--- config.mk ---
export PLATFORM = sky130hd
export DESIGN_NAME = draw_scheduler
export DESIGN_NICKNAME = d
export VERILOG_FILES = /design/src/rtl/snake_draw_pkg.sv /design/src/rtl/next_layer_sel.sv /design/src/rtl/draw_scheduler.sv
export SDC_FILE = /design/constraint.sdc
export NUM_CORES = 1
export LEC_CHECK = 0
export ABC_AREA = 1
export CAP_MARGIN = 20
export CORE_ASPECT_RATIO = 1.5
export CORE_UTILIZATION = 58
export CTS_CLUSTER_SIZE = 25
export DETAILED_ROUTE_END_ITERATION = 7
export GPL_ROUTABILITY_DRIVEN = 0
export PLACE_DENSITY = 0.85
export SYNTH_ARGS = -nofsm -noshare
export SYNTH_HDL_FRONTEND = slang
export SYNTH_SLANG_ARGS = --single-unit
--- constraint.sdc ---
create_clock -name clock -period 3 [get_ports clock]
set_input_delay 0.6 -clock clock [delete_from_list [all_inputs] [get_ports clock]]
set_output_delay 0.6 -clock clock [all_outputs]
set_load 0.1 [all_outputs]
--- src/rtl/snake_draw_pkg.sv ---
// Shared definitions for the snake-game draw scheduler.
// Holds layer select codes, the fixed per-frame draw order and the scheduler
// FSM state type. No ports; imported by draw_scheduler and next_layer_sel.
package snake_draw_pkg;

    localparam int unsigned NUM_LAYERS_C = 9;
    localparam int unsigned CODE_W       = 4;
    // Order position runs 0..NUM_LAYERS_C, where NUM_LAYERS_C means "past the end".
    localparam int unsigned POS_W        = 4;

    localparam logic [CODE_W-1:0] LAYER_SNAKE  = 4'd0;
    localparam logic [CODE_W-1:0] LAYER_CLEAR  = 4'd1;
    localparam logic [CODE_W-1:0] LAYER_FRUIT  = 4'd2;
    localparam logic [CODE_W-1:0] LAYER_WALL0  = 4'd3;
    localparam logic [CODE_W-1:0] LAYER_WALL1  = 4'd4;
    localparam logic [CODE_W-1:0] LAYER_WALL2  = 4'd5;
    localparam logic [CODE_W-1:0] LAYER_WALL3  = 4'd6;
    localparam logic [CODE_W-1:0] LAYER_MFRUIT = 4'd7;
    localparam logic [CODE_W-1:0] LAYER_SNAKE2 = 4'd8;

    // Back-to-front painting order: background first, snakes last.
    localparam logic [CODE_W-1:0] DRAW_ORDER [NUM_LAYERS_C] = '{
        LAYER_CLEAR, LAYER_WALL0, LAYER_WALL1, LAYER_WALL2, LAYER_WALL3,
        LAYER_FRUIT, LAYER_MFRUIT, LAYER_SNAKE, LAYER_SNAKE2
    };

    typedef enum logic [2:0] {
        IDLE,
        PICK,
        START,
        DRAW,
        DONE
    } state_t;

endpackage

--- src/rtl/next_layer_sel.sv ---
// Combinational search for the next enabled layer in draw order.
// Ports:
//   pos       in  order position to start searching from (inclusive)
//   mask      in  per-select-code enable mask
//   found     out an enabled layer exists at or after pos
//   code      out select code of that layer
//   found_pos out order position of that layer
module next_layer_sel
    import snake_draw_pkg::*;
#(
    parameter int unsigned NUM_LAYERS = NUM_LAYERS_C
) (
    input  logic [POS_W-1:0]      pos,
    input  logic [NUM_LAYERS-1:0] mask,
    output logic                  found,
    output logic [CODE_W-1:0]     code,
    output logic [POS_W-1:0]      found_pos
);

    // Priority scan: first hit at or after pos wins.
    always_comb begin
        found     = 1'b0;
        code      = '0;
        found_pos = '0;
        for (int unsigned i = 0; i < NUM_LAYERS; i++) begin
            if (!found && (POS_W'(i) >= pos) && mask[DRAW_ORDER[i]]) begin
                found     = 1'b1;
                code      = DRAW_ORDER[i];
                found_pos = POS_W'(i);
            end
        end
    end

endmodule

--- src/rtl/draw_scheduler.sv ---
// Per-frame layer sequencer for the snake-game pixel datapath.
// Walks the fixed draw order, starting each enabled layer generator and
// waiting for its done pulse (or a timeout) before moving on.
// Ports:
//   clock, resetn  system clock, async active-low reset
//   frame_tick     request one frame
//   endgame        game over: frame draws only the clear layer
//   layer_en       per-code enable mask
//   layer_done     per-code completion pulses
//   select         layer code to the datapath
//   output_signal  datapath write qualifier (DRAW only)
//   layer_start    one-hot start pulse for the active layer
//   busy           frame in progress
//   frame_done     end-of-frame pulse
//   overrun        sticky: tick arrived while busy
//   timeout_err    sticky: a layer hit the timeout
module draw_scheduler
    import snake_draw_pkg::*;
#(
    parameter int unsigned TIMEOUT_CYCLES = 20000,
    parameter int unsigned NUM_LAYERS     = 9
) (
    input  logic                  clock,
    input  logic                  resetn,
    input  logic                  frame_tick,
    input  logic                  endgame,
    input  logic [NUM_LAYERS-1:0] layer_en,
    input  logic [NUM_LAYERS-1:0] layer_done,
    output logic [CODE_W-1:0]     select,
    output logic                  output_signal,
    output logic [NUM_LAYERS-1:0] layer_start,
    output logic                  busy,
    output logic                  frame_done,
    output logic                  overrun,
    output logic                  timeout_err
);

    localparam int unsigned CNT_W = (TIMEOUT_CYCLES > 1) ? $clog2(TIMEOUT_CYCLES) : 1;
    localparam logic [CNT_W-1:0] CNT_LAST = CNT_W'(TIMEOUT_CYCLES - 1);

    state_t                  state_q, state_d;
    logic [POS_W-1:0]        pos_q, pos_d;
    logic [CNT_W-1:0]        cnt_q, cnt_d;
    logic                    eg_q, eg_d;
    logic [CODE_W-1:0]       select_d;
    logic                    output_signal_d;
    logic [NUM_LAYERS-1:0]   layer_start_d;
    logic                    busy_d;
    logic                    frame_done_d;
    logic                    overrun_d;
    logic                    timeout_err_d;

    logic [NUM_LAYERS-1:0]   search_mask;
    logic                    nl_found;
    logic [CODE_W-1:0]       nl_code;
    logic [POS_W-1:0]        nl_pos;

    // Endgame latched at accept forces a clear-only frame, ignoring layer_en.
    assign search_mask = eg_q ? (NUM_LAYERS'(1) << LAYER_CLEAR) : layer_en;

    next_layer_sel #(
        .NUM_LAYERS (NUM_LAYERS)
    ) u_next_layer_sel (
        .pos       (pos_q),
        .mask      (search_mask),
        .found     (nl_found),
        .code      (nl_code),
        .found_pos (nl_pos)
    );

    // State and registered outputs.
    always_ff @(posedge clock or negedge resetn) begin
        if (!resetn) begin
            state_q       <= IDLE;
            pos_q         <= '0;
            cnt_q         <= '0;
            eg_q          <= 1'b0;
            select        <= '0;
            output_signal <= 1'b0;
            layer_start   <= '0;
            busy          <= 1'b0;
            frame_done    <= 1'b0;
            overrun       <= 1'b0;
            timeout_err   <= 1'b0;
        end else begin
            state_q       <= state_d;
            pos_q         <= pos_d;
            cnt_q         <= cnt_d;
            eg_q          <= eg_d;
            select        <= select_d;
            output_signal <= output_signal_d;
            layer_start   <= layer_start_d;
            busy          <= busy_d;
            frame_done    <= frame_done_d;
            overrun       <= overrun_d;
            timeout_err   <= timeout_err_d;
        end
    end

    // Next state; outputs are decoded from the next state so the registered
    // copies line up with the state register (Moore timing).
    always_comb begin
        state_d       = state_q;
        pos_d         = pos_q;
        cnt_d         = cnt_q;
        eg_d          = eg_q;
        select_d      = select;
        timeout_err_d = timeout_err;
        overrun_d     = overrun | (frame_tick && (state_q != IDLE));

        case (state_q)
            IDLE: begin
                if (frame_tick) begin
                    state_d = PICK;
                    pos_d   = '0;
                    eg_d    = endgame;
                end
            end
            PICK: begin
                if (nl_found) begin
                    state_d  = START;
                    select_d = nl_code;
                    pos_d    = nl_pos;
                end else begin
                    state_d = DONE;
                end
            end
            START: begin
                state_d = DRAW;
                cnt_d   = '0;
            end
            DRAW: begin
                // Done takes priority over a simultaneous timeout.
                if (layer_done[select]) begin
                    state_d = PICK;
                    pos_d   = pos_q + POS_W'(1);
                end else if (cnt_q == CNT_LAST) begin
                    state_d       = PICK;
                    pos_d         = pos_q + POS_W'(1);
                    timeout_err_d = 1'b1;
                end else begin
                    cnt_d = cnt_q + CNT_W'(1);
                end
            end
            DONE: begin
                state_d = IDLE;
            end
            default: begin
                state_d = IDLE;
            end
        endcase

        output_signal_d = (state_d == DRAW);
        busy_d          = (state_d != IDLE);
        frame_done_d    = (state_d == DONE);
        layer_start_d   = (state_d == START) ? (NUM_LAYERS'(1) << select_d) : '0;
    end

endmodule

==> results.md, run 1 <==
* Asr flop ratio synth at 100%
* N_diodes at 0
* Die Width at 55.9 um
* Initial antenna violation count at 0
* Post-synthesis sequential area ratio at around two fifths
* Initial Util at between 50% and 60%
* Post-synthesis register bit count at 41
* Netlist cell types at 34
* H-tree depth at 2
* Layout Skew at 5.45 ps
* Worst-skew pair later-pin latency at 300 ps
* R2R depth at 10
* CTS tree: yes
* Grt ovf at 0
* Reg2reg start: cnt_q[0]
* Max_slew headroom at 40.7%
* Max Cap Viol at 0
* Slew Limit Fails at 0
* Worst vdd ir at between 0.4 and 0.5 mV
* Yosys warning count at 0
* Multi-input gate area at 1280 sq um
* Commonest non-fill, non-tap cells in the layout: nand2_1 (70), nor2_1 (47), inv_1 (44)
* Clock-pin transition on the worst setup and hold timing paths at 80 ps
* CP required at around 3200 ps
* Antenna-violating nets left at 0
* Max FO, Critical Path at 19
* Area growth syn-to-layout at 19.8%
* Worst path arrival time at 2380 ps
* HPWL reported at the end of detailed placement at around 4.6 mm
* R2R Setup Slk at 800 ps
* Commonest non-fill, non-tap cell in the layout: nand2_1
* DR iter-0 viols at around 120
* Slew at the pin closest to its max-slew limit at roughly 890 ps
* Clock root cell: clkbuf_8
* Drt wl/cell at approximately 14 um
* Total die area at approximately 4600 sq um
* WS Path Type: flip-flop to flip-flop
* Final Setup Violations at 0
* Clk buf depth at 2
* Final period utilization at about 73%
* Setup TNS at 0 ps
* Final wirelength at between 5 and 6 mm
* Power Dens Cells at 351 nW/um^2
* Final WS setup at 801 ps
* Post-synthesis cell area at 2520 sq um
* Syn nets at 360
* Critical path endpoint category: flip-flop
* Status: complete, no violations
* DR vias at approximately 2300
* Hold Vio Cnt, Final at 0
* Pre-antenna DRT Iters at 4
* Rows at 29
* Fill cell count at ~360
* Worst hold path class: primary input to asynchronous set/reset pin
* Pre-CTS setup slack at between 500 and 600 ps
* Io pins at 40
* Layout cells sized above 1 at 17.2%
* IO buf count at 39
* Largest net degree at the start of global routing at 42
* Vias in the first global route at between 2000 and 2500
* Post CTS Setup Buffer Count at 0
* DR DRC count at 0
* Top_reg_cell synth: dfrtp_1
* Post-synth EDFFs at 0
* First-pass GRT wire length at roughly 10 mm
* Critical Path Start Type: flip-flop
* Layout net count at 404
* Capturing point of the worst reg2reg path: busy
* RSZ-0062 raised after global routing: no
* Vias per cell at 5.39
* Syn Inst Count at 334
* Hold buffers post-CTS at 0
* Post-CTS sizing at 0
* Tot GR Track Use at about 28%
* Minimum clock period at between 2000 and 2500 ps
* Post-Syn Area per Cell at approximately 7.6 sq um
* Leakage at ~0.0015 uW
* Core area at 4210 sq um
* Die height at roughly 83 um
* TritonCTS buffer count at 5
* FF/Latch Area at between 1000 and 1500 sq um
* Fmax at around 450 MHz
* Sink Count at slightly above 40
-- power by group --
part / internal, uW / switching (uW)
combinational: 24.9 / 16.9
clock: 271 / 197
sequential: 552 / 0.0000000000000119
-- cell type report --
type                       count  share of cell area [%]
multi-input combinational    237                    42.2
tap                           46                    1.90
clock inverter                 2                    1.24
timing repair buffer          39                    11.3
clock buffer                   6                    2.73
sequential                    41                    33.9
inverter                      54                    6.71
-- routing by layer --
layer | GRT usage (%) | routed length, um | vias to the layer above
met5 | 0 | 0 | -
met4 | 11.0 | 106 | 0
met3 | 4.03 | 178 | 10
met2 | 55.8 | 3320 | 57
met1 | 29.6 | 2320 | 1058
li1 | - | - | 1167
-- cell usage after synthesis (2+ instances only) --
master | n | share of area, %
nand2_1 | 70 | 10
nor2_1 | 47 | 7.0
inv_1 | 44 | 6.5
dfrtp_1 | 41 | 41
nand3_1 | 30 | 5.9
o21ai_0 | 16 | 3.2
inv_2 | 10 | 1.5
nand4_1 | 10 | 2.5
a21oi_1 | 8 | 1.6
nand3_2 | 7 | 2.8
nor3_1 | 5 | 0.99
xor2_1 | 5 | 1.7
ha_1 | 4 | 2.0
nand2_2 | 4 | 0.99
o31ai_2 | 4 | 2.0
nor2_2 | 3 | 0.74
o21ai_1 | 3 | 0.59
a31oi_1 | 2 | 0.50
nand2_4 | 2 | 0.89
nand4_2 | 2 | 0.99
nor2_4 | 2 | 0.89
nor4_1 | 2 | 0.50
o31ai_1 | 2 | 0.59
-- kinds of logic after synthesis --
family	synth area share [%]
buffers and inverters	8.78
AO/OA/AOI/OAI	8.73
flip-flops	40.7
adder cells (fa/ha/maj)	1.98
XOR/XNOR	2.08
AND/OR/NAND/NOR	37.8
-- critical path, stage by stage, from the launching register on --
cell,delay [ps]
dfrtp_1,470
ha_1,300
nand3_1,130
inv_1,160
nand3_1,160
nand4_4,170
nand2_4,150
inv_2,240
nand2_1,120
nor2_1,100
nand2_1,80
-- state kept, by name, summed over array words and instances (netlist names) --
name,flops
busy,1
cnt_q,15
eg_q,1
frame_done,1
layer_start,9
output_signal,1
overrun,1
pos_q,4
select,4
state_q,3
timeout_err,1
-- worst max path at each step --
| stage | to | startpoint | depth (start not counted) |
|---|---|---|---|
| finish | busy | cnt_q[0] | 10 |
| global route | busy | cnt_q[0] | 10 |
| CTS | busy | cnt_q[0] | 10 |
| detailed placement | busy | layer_done[6] | 12 |
| global placement | busy | layer_done[4] | 12 |
| floorplan | cnt_q[10] | select[0] | 10 |
-- through the flow --
step           std cells  total power (uW)  hold slack [ps]  cell area (sq um)  utilization [%]
3_5_place_dp         417               606              466               2900             69.0
5_1_grt              425              1090              497               3020             71.8
2_1_floorplan        334               567              304               2520                -
3_3_place_gp         417               605              457               2900             69.0
6_report             425              1060              420               3020             71.8
4_1_cts              425              1070              449               3020             71.8
Power figures use the tool's default switching activity.
==> run 2: changes to the inputs <==
Settings changed: CORE_UTILIZATION 58 to 54, PLACE_DENSITY 0.85 to 0.8.
Clock period 3 ns to 2.2 ns, I/O delays scaled along.
==> run 2 against run 1 <==
Net effect:
- sequential power increased by 36%
- utilization decreased by 2.0 points
- clock skew fell by 2.5 ps
- worst hold slack got worse by 190 ps
- flip-flop and latch count unchanged
- global-route usage down 1.6 points
- count of clock-buffer cells in the layout did not move
- first-iteration DRC count down 35%
- setup slack got worse by 750 ps
- critical path depth is 4 higher
- critical path type unchanged
==> results.md, run 2 (same netlist as run 1, synthesis figures left out) <==
* Worst path arrival time at 2340 ps (was 2380 ps)
* Worst-skew pair later-pin latency at 290 ps (was 300 ps)
* CTS tree: yes (unchanged)
* Critical Path Start Type: flip-flop (unchanged)
* Area growth syn-to-layout at 24.6% (was 19.8%)
* Vias per cell at 5.44 (was 5.39)
* Max_slew headroom at 45.9% (was 40.7%)
* Status: complete, no violations (unchanged)
* Clk pwr share at 36.7% (was 44.1%)
* Placed Instances at 427 (was 417)
* Sw frac at 21.5% (was 20.2%)
* P_sw at 276 uW (was 214 uW)
* Tot GR Track Use at 26.4% (was 28.0%)
* Final Power at 1280 uW (was 1060 uW)
* Crit-path slowest cell: dfrtp_1 (unchanged)
* Final period utilization at 97.7% (was 73.3%)
* Largest register FFs at 15 (unchanged)
* Sequential Power Share at 58.6% (was 52.0%)
* WS Path Type: flip-flop to flip-flop (unchanged)
* Worst-path cell chain: inv_1 > ha_1 > inv_1 > nand2_1 > nand3_2 > inv_2 > nor2_4 > nand4_1 > nor2_4 > o21ai_1 > nand4_1 > inv_1 > nand2_1 > nor2_1 (was ha_1 > nand3_1 > inv_1 > nand3_1 > nand4_4 > nand2_4 > inv_2 > nand2_1 > nor2_1 > nand2_1)
* CP required at 2390 ps (was 3180 ps)
* CP max stage delay at 410 ps (was 470 ps)
* Setup TNS at 0 ps (unchanged)
* Layout net count at 418 (was 404)
* Commonest non-fill, non-tap cells in the layout: nand2_1 (69), nor2_1 (46), inv_1 (44) (was nand2_1 (70), nor2_1 (47), inv_1 (44))
* N_diodes at 0 (unchanged)
* Clock-pin transition on the worst setup and hold timing paths at 70 ps (was 80 ps)
* H-tree depth at 2 (unchanged)
* Grt ovf at 0 (unchanged)
* Drt wl/cell at 14.2 um (was 13.9 um)
* Sink Count at 41 (unchanged)
* Fill cell count at 386 (was 356)
* Die Width at 57.8 um (was 55.9 um)
* Hold Vio Cnt, Final at 0 (unchanged)
* Rows at 30 (was 29)
* Largest net degree at the start of global routing at 38 (was 42)
* RSZ-0062 raised after global routing: yes (was no)
* TritonCTS buffer count at 5 (unchanged)
* DR iter-0 viols at 75 (was 116)
* DR vias at 2397 (was 2292)
* DR DRC count at 0 (unchanged)
* IO buf count at 39 (unchanged)
* Top flop regs: cnt_q x15, layer_start x9 (unchanged)
* Initial antenna violation count at 0 (unchanged)
* Top reg by flops: cnt_q (unchanged)
* Worst hold path class: primary input to asynchronous set/reset pin (unchanged)
* Fmax at 465 MHz (was 455 MHz)
* Die height at 85.7 um (was 82.8 um)
* Max FO, Critical Path at 5 (was 19)
* Slew at the pin closest to its max-slew limit at 811 ps (was 890 ps)
* Pre-antenna DRT Iters at 4 (unchanged)
* Vias in the first global route at 2264 (was 2214)
* Io pins at 40 (unchanged)
* Minimum clock period at 2150 ps (was 2200 ps)
* Layout cells sized above 1 at 21.4% (was 17.2%)
* Critical path endpoint category: flip-flop (unchanged)
* Initial Util at 56.0% (was 60.0%)
* Total die area at 4960 sq um (was 4620 sq um)
* Max Cap Viol at 0 (unchanged)
* Clk buf depth at 2 (unchanged)
* Layout Skew at 2.96 ps (was 5.45 ps)
* Slew Limit Fails at 0 (unchanged)
* Commonest non-fill, non-tap cell in the layout: nand2_1 (unchanged)
* HPWL reported at the end of detailed placement at 4.82 mm (was 4.61 mm)
* Final Setup Violations at 0 (unchanged)
* Antenna-violating nets left at 0 (unchanged)
* CP dominant cell by count: inv_1
* Fin cells at 441 (was 425)
* P_int at 1010 uW (was 848 uW)
* Final wirelength at 6.25 mm (was 5.92 mm)
* Combinational group share of total power at 4.7% (was 3.9%)
* Core area at 4500 sq um (was 4210 sq um)
* Leakage at 0.00158 uW (was 0.00150 uW)
* Hold buffers post-CTS at 0 (unchanged)
* Power Dens Cells at 409 nW/um^2 (was 351 nW/um^2)
* Worst vdd ir at 0.216 mV (was 0.415 mV)
* Clock root cell: clkbuf_8 (unchanged)
* First-pass GRT wire length at 9.94 mm (unchanged)
## run 2: cell types whose count changed in the layout (fill, tap and decap cells not counted), moves of 2 or more
cell	delta
buf_4	+14
clkinv_2	+2
dfrtp_1	-2
dfrtp_2	+2
o21ai_0	-2
o21ai_1	+2
## run 2: worst max-delay path, delay by kind of cell, from the launching register on
kind | cells | cell delay (ps)
AOI/OAI and AO/OA | 1 | 130
and+or+nand+nor | 8 | 1010
buffers and inverters | 4 | 290
DFF | 1 | 410
adders and majority gates | 1 | 220
## run 2: path summary, 6_finish.rpt
path | slack [ps] | cells after the start | to | start
min in group clock | 480 | 1 | overrun | overrun
worst max register to register | 50 | 14 | layer_start[2] | pos_q[0]
max in group asynchronous | 1390 | 2 | pos_q[1] | resetn
worst min register to register | 480 | 1 | overrun | overrun
worst max-delay path | 50 | 14 | layer_start[2] | pos_q[0]
worst min-delay path | 230 | 1 | cnt_q[4] | resetn
## run 2: metal layers
layer	track usage (%)	wire length [um]	vias up
met5	0	0	-
met4	14.3	253	0
met3	3.77	133	19
met2	51.3	3540	55
met1	25.6	2320	1123
li1	-	-	1200
## run 2: timing repair
item,in CTS,in global routing
resized for setup,0,12
setup endpoints to repair,0,11
buffers inserted,0,6
## run 2: area by class of cell
cell class	count	area, sq um	area share, %
Multi-Input combinational cell	237	1330	42.1
Inverter	54	203	6.45
Clock buffer	6	72.6	2.31
Tap cell	48	60.1	1.91
Clock inverter	2	10.0	0.318
Timing Repair Buffer	53	445	14.2
Sequential cell	41	1030	32.7
## run 2: power groups by stage
stage | clock, uW | sequential [uW] | combinational, uW
3_5_place_dp | 0 | 768 | 61.0
4_1_cts | 481 | 753 | 61.2
2_1_floorplan | 0 | 768 | 5.46
3_3_place_gp | 0 | 768 | 59.7
6_report | 472 | 753 | 59.9
5_1_grt | 517 | 753 | 66.2
## run 2: metrics by stage
stage                     area [sq um]  setup slack, ps  hold slack [ps]  utilization [%]
after global placement            2970             36.5              461             65.9
after floorplan                   2520             72.7              144                -
final                             3140             49.5              234             69.8
after CTS                         3050             78.8              257             67.7
after global routing              3140            -88.2              282             69.8
after detailed placement          2970             1.10              471             65.9
==> run 3: changes to the inputs <==
Settings changed: CTS_CLUSTER_DIAMETER set to 150, HOLD_SLACK_MARGIN set to 0.06.
==> results of run 3 <==
The final DEF is identical to that of run 2; final timing and power are the same.
